===== src/rtl/game_score_ctrl.sv =====
// -----------------------------------------------------------------------------
// game_score_ctrl
//
// Game-flow controller for the falling-object game. It takes the fruit and bug
// score counters from mem_addr_gen, runs a timed round through an
// IDLE/PLAY/WIN/LOSE state machine, holds mem_addr_gen in reset outside PLAY,
// keeps a final score and a high score, and scans score and remaining time
// onto a 4-digit active-low seven-segment display.
//
// Ports
//   clk_100MHz  in   1  only clock
//   rst         in   1  synchronous reset, active low
//   start       in   1  start/advance request level (rising edge used)
//   score_pos   in   6  summed fruit score from mem_addr_gen
//   score_neg   in   6  bug score from mem_addr_gen
//   game_rst    out  1  active-high reset to mem_addr_gen (1 unless in PLAY)
//   state       out  2  0 IDLE, 1 PLAY, 2 WIN, 3 LOSE
//   net_score   out  6  live net score, saturating at 0
//   time_left   out  7  seconds remaining in the round
//   high_score  out  6  best final score since reset
//   seg         out  7  {g,f,e,d,c,b,a}, active low
//   an          out  4  digit enables, active low
// -----------------------------------------------------------------------------
module game_score_ctrl #(
   parameter int CLK_HZ       = 100_000_000,
   parameter int GAME_SECONDS = 60,
   parameter int WIN_SCORE    = 50,
   parameter int SEG_REFRESH  = 100_000
) (
   input  logic       clk_100MHz,
   input  logic       rst,
   input  logic       start,
   input  logic [5:0] score_pos,
   input  logic [5:0] score_neg,
   output logic       game_rst,
   output logic [1:0] state,
   output logic [5:0] net_score,
   output logic [6:0] time_left,
   output logic [5:0] high_score,
   output logic [6:0] seg,
   output logic [3:0] an
);

   typedef enum logic [1:0] {
      S_IDLE = 2'd0,
      S_PLAY = 2'd1,
      S_WIN  = 2'd2,
      S_LOSE = 2'd3
   } state_t;

   localparam int TW = $clog2(CLK_HZ + 1);
   localparam int RW = $clog2(SEG_REFRESH + 1);
   localparam logic [TW-1:0] TICK_MAX = TW'(CLK_HZ - 1);
   localparam logic [RW-1:0] REF_MAX  = RW'(SEG_REFRESH - 1);
   localparam logic [6:0]    GS_T     = 7'(GAME_SECONDS);
   localparam logic [5:0]    WIN_T    = 6'(WIN_SCORE);

   // ---------------------------------------------------------------------------
   // Input registration and start edge
   // ---------------------------------------------------------------------------
   logic [5:0] sp_q, sn_q;
   logic       start_q, start_edge_q, arm_q;

   // arm_q stays low for the first cycle after reset so that a start level
   // held through reset release is not mistaken for a fresh press.
   always_ff @(posedge clk_100MHz) begin
      if (!rst) begin
         sp_q         <= '0;
         sn_q         <= '0;
         start_q      <= 1'b0;
         start_edge_q <= 1'b0;
         arm_q        <= 1'b0;
      end else begin
         sp_q         <= score_pos;
         sn_q         <= score_neg;
         start_q      <= start;
         start_edge_q <= start & ~start_q & arm_q;
         arm_q        <= 1'b1;
      end
   end

   // ---------------------------------------------------------------------------
   // Net score, saturating at zero
   // ---------------------------------------------------------------------------
   logic [5:0] net_q;

   always_ff @(posedge clk_100MHz) begin
      if (!rst) begin
         net_q <= '0;
      end else begin
         net_q <= (sp_q >= sn_q) ? (sp_q - sn_q) : 6'd0;
      end
   end

   // ---------------------------------------------------------------------------
   // Second tick: counter is held at 0 outside PLAY, so it is already clear on
   // the first PLAY cycle.
   // ---------------------------------------------------------------------------
   state_t        state_q;
   logic [TW-1:0] tick_cnt_q, tick_cnt_d;
   logic          tick;

   assign tick = (state_q == S_PLAY) && (tick_cnt_q == TICK_MAX);

   always_comb begin
      tick_cnt_d = '0;
      if (state_q == S_PLAY && !tick) begin
         tick_cnt_d = tick_cnt_q + TW'(1);
      end
   end

   always_ff @(posedge clk_100MHz) begin
      if (!rst) begin
         tick_cnt_q <= '0;
      end else begin
         tick_cnt_q <= tick_cnt_d;
      end
   end

   // ---------------------------------------------------------------------------
   // Game FSM with registered outputs. game_rst_q mirrors "next state != PLAY".
   // ---------------------------------------------------------------------------
   logic [6:0] time_left_q;
   logic [5:0] final_score_q, high_score_q;
   logic       game_rst_q;

   always_ff @(posedge clk_100MHz) begin
      if (!rst) begin
         state_q       <= S_IDLE;
         time_left_q   <= GS_T;
         final_score_q <= '0;
         high_score_q  <= '0;
         game_rst_q    <= 1'b1;
      end else begin
         case (state_q)
            S_IDLE: begin
               if (start_edge_q) begin
                  state_q     <= S_PLAY;
                  time_left_q <= GS_T;
                  game_rst_q  <= 1'b0;
               end else begin
                  game_rst_q  <= 1'b1;
               end
            end
            S_PLAY: begin
               // Win beats a simultaneous final tick.
               if (net_q >= WIN_T) begin
                  state_q       <= S_WIN;
                  final_score_q <= net_q;
                  if (net_q > high_score_q) high_score_q <= net_q;
                  game_rst_q    <= 1'b1;
               end else if (tick && time_left_q == 7'd1) begin
                  state_q       <= S_LOSE;
                  time_left_q   <= 7'd0;
                  final_score_q <= net_q;
                  if (net_q > high_score_q) high_score_q <= net_q;
                  game_rst_q    <= 1'b1;
               end else begin
                  if (tick) time_left_q <= time_left_q - 7'd1;
                  game_rst_q <= 1'b0;
               end
            end
            default: begin // S_WIN, S_LOSE
               game_rst_q <= 1'b1;
               if (start_edge_q) begin
                  state_q     <= S_IDLE;
                  time_left_q <= GS_T;
               end
            end
         endcase
      end
   end

   // ---------------------------------------------------------------------------
   // Display: value selection, BCD split, digit scan and segment decode
   // ---------------------------------------------------------------------------
   // Compare-subtract BCD for 0..99: peel off 80, 40, 20, 10 in turn.
   function automatic logic [7:0] to_bcd(input logic [6:0] v);
      logic [6:0] r;
      logic [3:0] t;
      r = v;
      t = 4'd0;
      if (r >= 7'd80) begin r = r - 7'd80; t[3] = 1'b1; end
      if (r >= 7'd40) begin r = r - 7'd40; t[2] = 1'b1; end
      if (r >= 7'd20) begin r = r - 7'd20; t[1] = 1'b1; end
      if (r >= 7'd10) begin r = r - 7'd10; t[0] = 1'b1; end
      return {t, r[3:0]};
   endfunction

   function automatic logic [6:0] seg7(input logic [3:0] d);
      case (d)
         4'd0:    seg7 = 7'b1000000;
         4'd1:    seg7 = 7'b1111001;
         4'd2:    seg7 = 7'b0100100;
         4'd3:    seg7 = 7'b0110000;
         4'd4:    seg7 = 7'b0011001;
         4'd5:    seg7 = 7'b0010010;
         4'd6:    seg7 = 7'b0000010;
         4'd7:    seg7 = 7'b1111000;
         4'd8:    seg7 = 7'b0000000;
         4'd9:    seg7 = 7'b0010000;
         default: seg7 = 7'b1111111;
      endcase
   endfunction

   // disp_val[0] is the score, disp_val[1] is the time.
   logic [6:0] disp_val [2];
   logic [7:0] disp_bcd [2];

   always_comb begin
      disp_val[0] = {1'b0, high_score_q};
      disp_val[1] = GS_T;
      case (state_q)
         S_PLAY: begin
            disp_val[0] = {1'b0, net_q};
            disp_val[1] = time_left_q;
         end
         S_WIN, S_LOSE: begin
            disp_val[0] = {1'b0, final_score_q};
            disp_val[1] = time_left_q;
         end
         default: ;
      endcase
   end

   genvar gi;
   generate
      for (gi = 0; gi < 2; gi++) begin : g_bcd
         assign disp_bcd[gi] = to_bcd(disp_val[gi]);
      end
   endgenerate

   logic [RW-1:0] ref_cnt_q;
   logic [1:0]    digit_idx_q;
   logic [3:0]    cur_digit;
   logic [6:0]    seg_q;
   logic [3:0]    an_q;

   always_comb begin
      cur_digit = disp_bcd[0][3:0];
      case (digit_idx_q)
         2'd1:    cur_digit = disp_bcd[0][7:4];
         2'd2:    cur_digit = disp_bcd[1][3:0];
         2'd3:    cur_digit = disp_bcd[1][7:4];
         default: cur_digit = disp_bcd[0][3:0];
      endcase
   end

   always_ff @(posedge clk_100MHz) begin
      if (!rst) begin
         ref_cnt_q   <= '0;
         digit_idx_q <= 2'd0;
         seg_q       <= 7'b1000000;
         an_q        <= 4'b1110;
      end else begin
         if (ref_cnt_q == REF_MAX) begin
            ref_cnt_q   <= '0;
            digit_idx_q <= digit_idx_q + 2'd1;
         end else begin
            ref_cnt_q   <= ref_cnt_q + RW'(1);
         end
         // seg and an are loaded together from the same digit index.
         seg_q <= seg7(cur_digit);
         an_q  <= ~(4'b0001 << digit_idx_q);
      end
   end

   assign game_rst   = game_rst_q;
   assign state      = state_q;
   assign net_score  = net_q;
   assign time_left  = time_left_q;
   assign high_score = high_score_q;
   assign seg        = seg_q;
   assign an         = an_q;

endmodule


===== config.mk =====
export PLATFORM = sky130hd
export DESIGN_NAME = game_score_ctrl
export DESIGN_NICKNAME = d
export VERILOG_FILES = /design/src/rtl/game_score_ctrl.sv
export SDC_FILE = /design/constraint.sdc
export NUM_CORES = 1
export LEC_CHECK = 0
export ABC_AREA = 0
export ABC_CLOCK_PERIOD_IN_PS = 4450
export BUFFER_PORTS_ARGS = -buffer_cell sky130_fd_sc_hd__buf_2
export CAP_MARGIN = 15
export CORE_MARGIN = 2
export CORE_UTILIZATION = 54
export DETAILED_ROUTE_END_ITERATION = 12
export GPL_TIMING_DRIVEN = 0
export HOLD_SLACK_MARGIN = 0.08
export PLACE_DENSITY = 0.76
export RECOVER_POWER = 25
export SLEW_MARGIN = 0
export SYNTH_ARGS = -nofsm -noshare
export SYNTH_HDL_FRONTEND = slang
export SYNTH_SLANG_ARGS = --single-unit

===== constraint.sdc =====
create_clock -name clk_100MHz -period 4.45 [get_ports clk_100MHz]
set_input_delay 0.6675 -clock clk_100MHz [delete_from_list [all_inputs] [get_ports clk_100MHz]]
set_output_delay 0.6675 -clock clk_100MHz [all_outputs]
set_load 0.01 [all_outputs]

-- After elaboration in Yosys (flattened, before gate mapping)
Memories as Yosys holds them, arrays and structs flattened. A register that Yosys moved wholly into a read port is not among the register bits.
Cells that the tools add are included.
- register bits: 93
- latch bits: 0
- memory bits (writable): 0
- memory bits (read-only): 112
- output and inout bits: 33
- memories: 1
- memories (memory ; words ; width ; rd ports ; clocked after Yosys merged registers in ; write ports ; RTL line ; source):
    (no name shown) ; 16 ; 7 ; 1 ; 1 ; 0 ; 191 ; case (d)
- $add $sub $neg: 13
- multiply operators: 0
- divide/modulo/power cells: 0
- magnitude comparators: 11
- equal/unequal tests: 13
- shift-type cells: 1
- muxes and demuxes: 38
- bitwise logic cells: 5
- reductions and logical operators: 15
- operators with widths (kind ; number):
    $mux 7 ; 11
    $mux 6 ; 5
    $add 27x1->27 const B ; 1
    $eq 27x27->1 const B ; 1
    $pmux 13 s2 ; 1
    $add 17x1->17 const B ; 1
    $eq 17x17->1 const B ; 1
    $ge 7x4->1 const B ; 2
    $ge 7x5->1 const B ; 2
    $ge 7x6->1 const B ; 2
    $ge 7x7->1 const B ; 2
    $sub 7x5->7 const B ; 2
    $sub 7x6->7 const B ; 2
    $sub 7x7->7 const B ; 2
    $mux 1 ; 12
    $pmux 4 s3 ; 1
    $eq 2x2->1 const B ; 4
    $mux 2 ; 4
    $mux 4 ; 2
    $sub 4x4->4 const B ; 2
    $eq 7x1->1 const B ; 1
    $sub 7x1->7 const B ; 1
    $ge 6x6->1 ; 1
    $ge 6x6->1 const B ; 1
    other kinds (20) ; 32

-- Depth between registers and ports, before layout
- word-level depth: 12
- depth in mapped cells: 22

-- Least setup slack after synthesis
No wires, ideal clock.
- kind: flip-flop to flip-flop
- from: reg state_q[0], in the netlist state[0]
- to: reg seg_q[6], in the netlist seg[6]
- data arrival time: 4.612 ns
- setup slack: -0.284 ns
- cell stages (with the launch flop): 22
- buffers on the path: 2
- period minus slack after synthesis: 4.734 ns
- cell sequence: dfxtp_1 -> buf_6 -> mux2i_1 -> o21ai_2 -> clkinv_1 -> ha_1 -> inv_1 -> ha_1 -> clkbuf_1 -> xnor2_1 -> o31ai_1 -> ha_1 -> a21oi_1 -> nand2_1 -> a31o_2 -> o22a_4 -> nor3_1 -> a2bb2oi_1 -> inv_1 -> ha_1 -> or4_1 -> a311o_1
- cells in the longest elaborated chain, start to end: 12
- ends and longest elaborated chain (element ; RTL line ; source):
    from (decl) ; 99 ; state_t state_q;
    from (signal assigned) ; 129 ; state_q <= S_IDLE;
    from (signal assigned) ; 138 ; state_q <= S_PLAY;
    from (signal assigned) ; 148 ; state_q <= S_WIN;
    $eq 2x2->1 ; 213 ; case (state_q)
    $reduce_or 2->1 ; 213 ;
    $pmux 13 s2 (*) ; 213 ;
    $sub 7x7->7 or $ge 7x7->1 (tied branches) ; 183 ; if (r >= 7'd80) begin r = r - 7'd80; t[3] = 1'b1; end
    $mux 7 ; 183 ;
    $sub 7x6->7 or $ge 7x6->1 (tied branches) ; 184 ; if (r >= 7'd40) begin r = r - 7'd40; t[2] = 1'b1; end
    $mux 7 ; 184 ;
    $sub 7x5->7 or $ge 7x5->1 (tied branches) ; 185 ; if (r >= 7'd20) begin r = r - 7'd20; t[1] = 1'b1; end
    $mux 7 ; 185 ;
    $ge 7x4->1 or $sub 4x4->4 (tied branches) ; 186 ; if (r >= 7'd10) begin r = r - 7'd10; t[0] = 1'b1; end
    $mux 4 or $mux 1 (tied branches) ; 186 ;
    $pmux 4 s3 (*) ; 241 ; case (digit_idx_q)
    to (decl) ; 236 ; logic [6:0] seg_q;
Mark *: on every way between the ends. The rest lies on a longest branch, timed or not.
A chain may end at the register's enable or synchronous reset.

-- Final worst setup path
Same ends and word-level chain as after synthesis.

==> flow_metrics.tcl <==
set metrics [dict create \
    worst_path_most_repeated_cell "ha_1" \
    synthCells 646 \
    clockBufferDepth 2 \
    syn_area_mm2 0.00549 \
    routed_wirelength_um 12500 \
    cellLeakagePower_nw 2.45 \
    die_area_mm2 0.0110 \
    r2r_start "state[0]" \
    yosysTopAreaCell "dfxtp_1" \
    synth_seq_area_share_pct 36.5 \
    finalSetupViolCount 0 \
    crit_type "flop to flop" \
    yosys_warnings 0 \
    hp-class "input pin to flop" \
    drtAntennaViolNets 0 \
    grt_pass1_wl_um 20700 \
    first_pass_iters 6 \
    p_per_area_mw_per_mm2 254 \
    async_reset_ff_share_pct 0 \
    min_delay_path_depth 1 \
    globalRouteOverflowTotal 0 \
    num_antenna_cells 0 \
    worstMarginPinSlew_ns 0.852 \
    coreArea_mm2 0.00982 \
    wl_per_cell_um 14.5 \
    max-cap-violations 0 \
    grt_max_degree 18 \
    cts_root_buffer "clkbuf_8" \
    placed_cells 826 \
    synth_flop_cell "dfxtp_1" \
    hold_violations 0 \
    crit_path_end_kind "flop" \
    antenna_found_initial 0 \
    finalPower_w 0.00160 \
    min_to "arm_q" \
    yosys.cell_types.count 77 \
    slowest_stage "or4_1" \
    areaGrowthSynthToFinish_pct 14.7 \
    fin_crit_ns 4.40 \
    htree_levels 3 \
    critPathMaxFanout 10 \
    crit_path_start_kind "flop" \
    postCtsHoldBufs 0 \
    clock-sinks 100 \
    ys_ff_latch 100 \
    yosys-top-cells-area "dfxtp_1, ha_1, nor2_1" \
    drt_first_iter_violations 185 \
    max_freq_ghz 0.227 \
    port_buffers 47 \
    max_slew_margin_pct 43.2 \
    cts_inserted_buffers 9 \
    post-route-period-util_pct 98.8 \
    synth_nets 692 \
    grt_pass1_vias 4579 \
    layout.nets 766 \
    synth_common_cells "dfxtp_1, nor2_1, nand2_1" \
    die_x_um 105 \
    via_per_inst 5.59 \
    r2r_cells 21 \
    yosys.area.top_type_share_pct 36.5 \
    critPathArrivalTime_ns 4.65 \
    instances_no_fill 858 \
    die_h_um 105 \
    synth-edff-count 0 \
    grt_usage_pct 22.7 \
    initial_core_util_pct 55.9 \
    tritoncts "done" \
    cpPeakStageDelay_ns 0.52 \
    clkTransAtPathRegs_ns 0.10 \
    syn_area_per_cell_um2 8.49 \
    num_vias 4800 \
    rrSetupSlack_ns 0.05 \
    dp_hpwl_um 8820 \
    drive_gt1_share_pct 16.3 \
    min_from "rst" \
    reg2reg_to "seg[6]" \
    synth.most_common_cell "dfxtp_1" \
    num_io_pins 48 \
    rows 36 \
    worstSkewPairLatency_ns 0.37 \
    place.gp.congestion 0.902 \
    required_ns 4.70 \
    slew_viol_final 0 \
    status "finished clean" \
    cp_cell_sequence "buf_6, mux2i_4, o21ai_2, clkinv_2, ha_1, inv_2, ha_4, buf_6, xnor2_2, o31ai_2, ha_1, a21oi_1, nand2_1, a31o_2, o22a_4, nor4_4, a211o_2, inv_1, ha_1, or4_1, a311o_1" \
    drc 0 \
    vdd_drop_max_v 0.000167 \
    finClkSkew_ns 0.0116 \
]
-- logic make-up (layout without fill, tap and decap cells) --
family / count (synthesis) / count (layout) / synth area share, %
buf+inv: 63 / 142 / 5.06
fa+ha+maj: 31 / 31 / 7.21
flops: 100 / 100 / 36.5
mux: 24 / 24 / 5.20
xor+xnor: 41 / 41 / 6.54
compound gates: 118 / 118 / 15.0
simple gates: 269 / 269 / 24.5
-- worst max-delay path by stage --
stage,from,slack [ns],cells after the start,endpoint
3_3_place_gp,state[0],-0.33,21,seg[6]
3_5_place_dp,state[0],-0.46,21,seg[6]
2_1_floorplan,state[0],0.02,19,seg[6]
5_1_grt,state[0],-0.09,21,seg[6]
6_report,state[0],0.05,21,seg[6]
4_1_cts,state[0],0.007,21,seg[6]
-- layer usage --
metal	vias up	GRT usage (%)	part of all wire, %
met4	0	11.6	2.4
met2	126	38.3	49
met1	2258	27.9	44
met3	25	3.87	4.0
li1	2391	-	-
met5	-	0	0
-- layout make-up --
cell class | instances | area [um^2]
Fill cell | 869 | 3530
Buffer | 25 | 138
Tap cell | 133 | 166
Multi-Input combinational cell | 483 | 3330
Timing Repair Buffer | 63 | 337
Inverter | 38 | 144
Sequential cell | 100 | 2010
Clock inverter | 5 | 45.0
Clock buffer | 11 | 131
-- placed cells by master (no fill, tap or decap), types with 3 or more instances in the layout --
master	synthesis	final
a211oi_1	5	4
a21o_1	4	4
a21oi_1	22	22
a311oi_1	3	3
a31oi_1	9	9
and2_0	0	6
and2_1	18	12
and3_1	10	10
buf_2	2	37
buf_4	1	16
buf_6	2	3
clkbuf_1	18	31
clkbuf_8	2	10
dfxtp_1	100	98
ha_1	30	28
inv_1	37	36
mux2i_1	18	16
mux2i_4	3	4
nand2_1	47	47
nand2b_1	6	6
nand3_1	27	27
nand4_1	8	8
nor2_1	93	91
nor2b_1	9	9
nor3_1	11	9
nor3_4	0	3
nor4_1	6	5
o211a_1	3	3
o21a_1	5	4
o21ai_0	28	28
o21bai_1	4	4
o22ai_1	5	5
or2_2	4	4
or3_1	10	10
xnor2_1	17	15
xor2_1	24	24
-- critical path: cells and delay by family, from the launching register on --
family                     cells  cell delay, ns
AOI/OAI and AO/OA              7            1.44
xor gates and xnor gates       1            0.14
adders and majority gates      4            0.75
buffers and inverters          5            0.51
DFF                            1            0.38
muxes                          1            0.19
and+or+nand+nor                3            0.87
-- registers in the layout, summed over array words and instances, names as in the netlist --
| name | cells |
|---|---|
| start_edge_q | 1 |
| tick_cnt_q | 27 |
| digit_idx_q | 2 |
| start_q | 1 |
| net_score | 6 |
| ref_cnt_q | 17 |
| sp_q | 6 |
| time_left | 7 |
| an | 4 |
| arm_q | 1 |
| game_rst | 1 |
| seg | 7 |
| state | 2 |
| high_score | 6 |
| final_score_q | 6 |
| sn_q | 6 |
-- stage by stage --
stage	instance area, um^2	utilization [%]	setup WS (ns)	hold slack, ns	setup TNS [ns]
4_1_cts	6140	62.5	0.00667	0.410	0
3_5_place_dp	5900	60.1	-0.457	0.432	-0.457
2_1_floorplan	5500	-	0.0201	0.413	0
3_3_place_gp	5900	60.1	-0.333	0.423	-0.333
6_report	6290	64.1	0.0533	0.423	0
5_1_grt	6290	64.1	-0.0871	0.427	-0.0871
-- report_power, final --
group | leakage (nW) | total [W] | switching [W] | internal (W)
clock network | 0.0860 | 0.000538 | 0.000326 | 0.000212
registers | 0.812 | 0.000928 | 0.0000157 | 0.000912
logic | 1.55 | 0.000134 | 0.0000742 | 0.0000595
total | 2.45 | 0.00160 | 0.000416 | 0.00118
-- repair_timing --
action / CTS / global route
pin swaps: 2 / 12
resized for setup: 9 / 27
buffers inserted: 4 / 11
endpoints found under the setup margin: 2 / 1
cloned: 0 / 1
Note: power is estimated with default switching activity, not from simulation.
